### config.mk
export PLATFORM = sky130hd
export DESIGN_NAME = pos_mask_splitter
export DESIGN_NICKNAME = d
export VERILOG_FILES = /design/src/rtl/pos_mask_splitter.sv
export SDC_FILE = /design/constraint.sdc
export NUM_CORES = 1
export LEC_CHECK = 0
export BUFFER_PORTS_ARGS = -buffer_cell sky130_fd_sc_hd__buf_2
export CAP_MARGIN = 0
export CORE_UTILIZATION = 40
export CTS_BUF_LIST = sky130_fd_sc_hd__clkbuf_2
export DETAILED_ROUTE_END_ITERATION = 8
export GPL_TIMING_DRIVEN = 0
export SYNTH_ARGS = -nofsm -noshare
export SYNTH_HDL_FRONTEND = slang
export SYNTH_SLANG_ARGS = --single-unit
export TNS_END_PERCENT = 5
### constraint.sdc
create_clock -name clk_i -period 2.6 [get_ports clk_i]
set_input_delay 0.26 -clock clk_i [delete_from_list [all_inputs] [get_ports clk_i]]
set_output_delay 0.26 -clock clk_i [all_outputs]
set_load 0.05 [all_outputs]
### src/rtl/pos_mask_splitter.sv
// pos_mask_splitter: splits a merged bit mask into one index per beat, LSB first.
// Define POS_SPLIT_PIPE_EN to let the last beat and the next mask accept share a cycle.
module pos_mask_splitter #(
  parameter int WIDTH = 16,
  parameter int IDX_W = 4
) (
  input  logic             clk_i,
  input  logic             rst_ni,
  input  logic             in_valid_i,
  output logic             in_ready_o,
  input  logic [WIDTH-1:0] in_mask_i,
  output logic             out_valid_o,
  input  logic             out_ready_i,
  output logic [IDX_W-1:0] out_idx_o,
  output logic             out_last_o,
  output logic             zero_o,
  output logic             busy_o
);
  typedef enum logic {IDLE, SCAN} state_t;
  state_t state_q, state_d;
  logic [WIDTH-1:0] mask_q, mask_d;
  logic zero_q, zero_d;
  logic [IDX_W-1:0] low_idx;
  logic one_hot, accept, fire;
  always_ff @(posedge clk_i or negedge rst_ni) begin
    if (!rst_ni) begin
      state_q <= IDLE;
      mask_q  <= '0;
      zero_q  <= 1'b0;
    end else begin
      state_q <= state_d;
      mask_q  <= mask_d;
      zero_q  <= zero_d;
    end
  end
  always_comb begin
    low_idx = '0;
    for (int i = WIDTH - 1; i >= 0; i--) if (mask_q[i]) low_idx = IDX_W'(i);
    one_hot = (mask_q != '0) && ((mask_q & (mask_q - WIDTH'(1))) == '0);
  end
  always_comb begin
    out_valid_o = state_q == SCAN;
    busy_o      = state_q == SCAN;
    out_idx_o   = out_valid_o ? low_idx : '0;
    out_last_o  = out_valid_o & one_hot;
    zero_o      = zero_q;
`ifdef POS_SPLIT_PIPE_EN
    in_ready_o  = (state_q == IDLE) | (out_last_o & out_ready_i);
`else
    in_ready_o  = state_q == IDLE;
`endif
  end
  assign accept = in_valid_i & in_ready_o;
  assign fire   = out_valid_o & out_ready_i;
  // A finishing SCAN with a same-edge accept behaves exactly like an IDLE accept.
  always_comb begin
    state_d = state_q;
    mask_d  = mask_q;
    zero_d  = 1'b0;
    if (state_q == SCAN && fire) begin
      mask_d = mask_q & (mask_q - WIDTH'(1));
      if (one_hot) state_d = IDLE;
    end
    if (accept) begin
      state_d = (in_mask_i != '0) ? SCAN : IDLE;
      mask_d  = (in_mask_i != '0) ? in_mask_i : mask_d;
      zero_d  = in_mask_i == '0;
    end
  end
endmodule

==> flow_metrics.env <==
export IMPL_status="complete, but fails checks"
export IMPL_violations="DRC, setup timing"
export IMPL_fp_dieArea_sq_um=3260
export IMPL_post_place_cells=210
export IMPL_rsz0062_at_grt="yes"
export IMPL_clock_path_buffers=2
export IMPL_power_frac_comb=0.694
export IMPL_register_area_sq_um=452
export IMPL_syn_area_sq_um=1210
export IMPL_place_hpwl_mm=2.38
export IMPL_tightestPinTransition_ns=0.431
export IMPL_power_density_nw_per_um2=1460
export IMPL_slew_headroom=0.710
export IMPL_firstDrtPassIters=6
export IMPL_slew_viol_final=0
export IMPL_io_pins=29
export IMPL_hold_class="in2reg"
export IMPL_cp_max_fo=6
export IMPL_num_rows=19
export IMPL_critPathKind="reg2out"
export IMPL_cts_sinks=18
export IMPL_place_port_buffers=28
export IMPL_wire_per_inst_microns=15.2
export IMPL_coreArea_sq_um=2810
export IMPL_ys_seq_area_frac=0.371
export IMPL_antenna_found_initial=0
export IMPL_drv_cap=0
export IMPL_initial_core_util=0.433
export IMPL_grt_util_all_layers=0.227
export IMPL_cp_end_kind="primary output"
export IMPL_switchingPower_mw=1.19
export IMPL_required_ns=2.34
export IMPL_hold_viol=0
export IMPL_via_per_inst=6.00
export IMPL_grt_pass1_vias=1184
export IMPL_grt_pass1_wl_mm=5.66
export IMPL_clkLatencyLatePin_ns=0.31
export IMPL_crit_buf_inv=3
export IMPL_grt_max_degree=19
export IMPL_fp_dieH_microns=57.1
export IMPL_fin_nets=210
export IMPL_vias=1319
export IMPL_syn_to_final_growth_pct=24.1
export IMPL_clk_transition_reported_paths_ns=0.19
export IMPL_drt_iter0_markers=93
export IMPL_place_gp_congestion=0.794
export IMPL_intPower_mw=1.00
export IMPL_fin_crit_sh=1.03
export IMPL_seqPwrFrac=0.248
export IMPL_period_minus_slack_ns=2.69
export IMPL_synth_nets=171
export IMPL_crit_slowest_cell="dfrtp_1"
export IMPL_clkPwrFrac=0.058
export IMPL_routed_wl_mm=3.35
export IMPL_cts_tree="built"
export IMPL_drive_gt1_frac=0.296
export IMPL_fin_skew_ns=0.00787
export IMPL_setup_ws_ns=-0.0859
export IMPL_max_stage_delay_ns=0.41
export IMPL_cts_buffers=3
export IMPL_instances_no_fill=220
export IMPL_crit_family="simple AND/OR/NAND/NOR gates"
export IMPL_synth_edff_count=0
export IMPL_ir_worst_vdd_mv=0.453
export IMPL_syn_area_per_cell_sq_um=8.04
export IMPL_worstPathArrival_ns=2.43
export IMPL_p_leak_nw=0.642
export IMPL_yosys_warnings=0
export IMPL_finalPower_mw=2.20
export IMPL_overflow=0
export IMPL_switching_share=0.543
export IMPL_cp_start_kind="register"
export IMPL_synthCells=151
export IMPL_multiInputGateArea_sq_um=709
export IMPL_ys_ff_latch=18
export IMPL_num_antenna_cells=0
export IMPL_drc=4
export IMPL_async_flop_share=1.00
export IMPL_crit_chain="buf_6, nor4_4, nand2_2, buf_4, or4_1, o21ai_1, o21ai_1, nor2_2, buf_6"
export IMPL_synth_cell_types=38
export IMPL_max_freq_mhz=372
export IMPL_die_width_microns=57.1
export IMPL_setup_viol=1
export IMPL_ant_nets=0
export IMPL_final_cell_mix="buf_2 (30), o21ai_0 (24), nand2_1 (21)"
export IMPL_htreeDepth=1
export IMPL_cts_root_buf="clkbuf_2"
export IMPL_nFillCells=290
export IMPL_synthFlopType="dfrtp_1"
export IMPL_final_common_cell="buf_2"
==> kinds of logic after synthesis <==
group,count (synthesis),synth area share
compound gates,49,0.243
flops,18,0.371
simple gates,64,0.295
buf+inv,18,0.0742
fa+ha+maj,2,0.0165
==> worst min-delay path: stages <==
cell and delay (ns):
buf_2 0.09, nand2_1 0.04, o21ai_0 0.06
==> sequential cells by signal (all words and copies together), names as in the netlist <==
| register | flops |
|---|---|
| busy_o | 1 |
| mask_q | 16 |
| zero_o | 1 |
==> metrics by stage <==
step | setup slack (ns) | TNS (ns) | hold slack [ns] | instance area (sq um) | util
after global routing | -0.204 | -0.204 | 0.125 | 1510 | 0.537
after global placement | 0.0370 | 0 | 0.219 | 1400 | 0.497
final | -0.0859 | -0.0859 | 0.156 | 1510 | 0.537
after floorplan | -0.0446 | -0.0872 | -0.0356 | 1220 | -
after detailed placement | 0.0576 | 0 | 0.221 | 1400 | 0.497
after CTS | -0.00634 | -0.00634 | 0.144 | 1480 | 0.529
==> cells in the mapped netlist, types with 2 or more instances <==
| library cell | instances | share of area |
|---|---|---|
| o21ai_0 | 26 | 0.11 |
| nand2_1 | 22 | 0.068 |
| dfrtp_1 | 18 | 0.37 |
| nor2_1 | 11 | 0.034 |
| a21oi_1 | 6 | 0.025 |
| clkbuf_1 | 6 | 0.019 |
| nor4_1 | 6 | 0.031 |
| inv_1 | 5 | 0.015 |
| nor3_1 | 5 | 0.021 |
| o31ai_1 | 4 | 0.025 |
| buf_2 | 3 | 0.012 |
| buf_4 | 3 | 0.019 |
| o41ai_1 | 3 | 0.022 |
| and3_1 | 2 | 0.010 |
| maj3_1 | 2 | 0.016 |
| nand4_1 | 2 | 0.010 |
| nor2b_1 | 2 | 0.010 |
| nor3b_1 | 2 | 0.012 |
| nor4_4 | 2 | 0.035 |
| o22ai_1 | 2 | 0.010 |
| or4_1 | 2 | 0.012 |
==> area by class of cell <==
cell class              count  share of cell area
inverters                   5              0.0125
flip-flops and latches     18               0.300
multi-input cells         115               0.471
clock buffers               3             0.00997
plain buffers              11              0.0399
repair buffers             36               0.139
well taps                  31              0.0257
clock inverters             1             0.00249
==> what timing repair did <==
action / in CTS / in global routing
hold endpoints to repair: 18 / 0
hold buffers: 1 / 0
resized for setup: 10 / 2
pin swaps: 9 / 1
setup endpoints to repair: 1 / 1
cloned: 0 / 0
buffers inserted: 6 / 1
==> final timing paths <==
kind,from,end,slack [ns],cells past startpoint
max in group asynchronous,rst_ni,mask_q[5],1.89,2
worst max register to register,mask_q[1],mask_q[9],0.43,7
min in group asynchronous,rst_ni,mask_q[12],0.38,2
worst min-delay path,in_mask_i[14],mask_q[14],0.16,3
worst max-delay path,mask_q[4],out_last_o,-0.09,9
worst min register to register,mask_q[11],mask_q[11],0.61,2
==> layer usage <==
| layer | track usage | part of all wire |
|---|---|---|
| met5 | 0 | 0 |
| met4 | 0.105 | 0.018 |
| met3 | 0.0340 | 0.051 |
| met2 | 0.343 | 0.46 |
| met1 | 0.322 | 0.47 |
==> power groups by stage <==
| stage | clock (mW) | sequential [mW] | combinational, mW |
|---|---|---|---|
| 3_3_place_gp | 0 | 0.497 | 1.33 |
| 6_report | 0.128 | 0.544 | 1.53 |
| 2_1_floorplan | 0 | 0.495 | 1.06 |
| 3_5_place_dp | 0 | 0.503 | 1.34 |
| 5_1_grt | 0.148 | 0.560 | 1.64 |
| 4_1_cts | 0.133 | 0.531 | 1.45 |
Power figures use the tool's default switching activity.
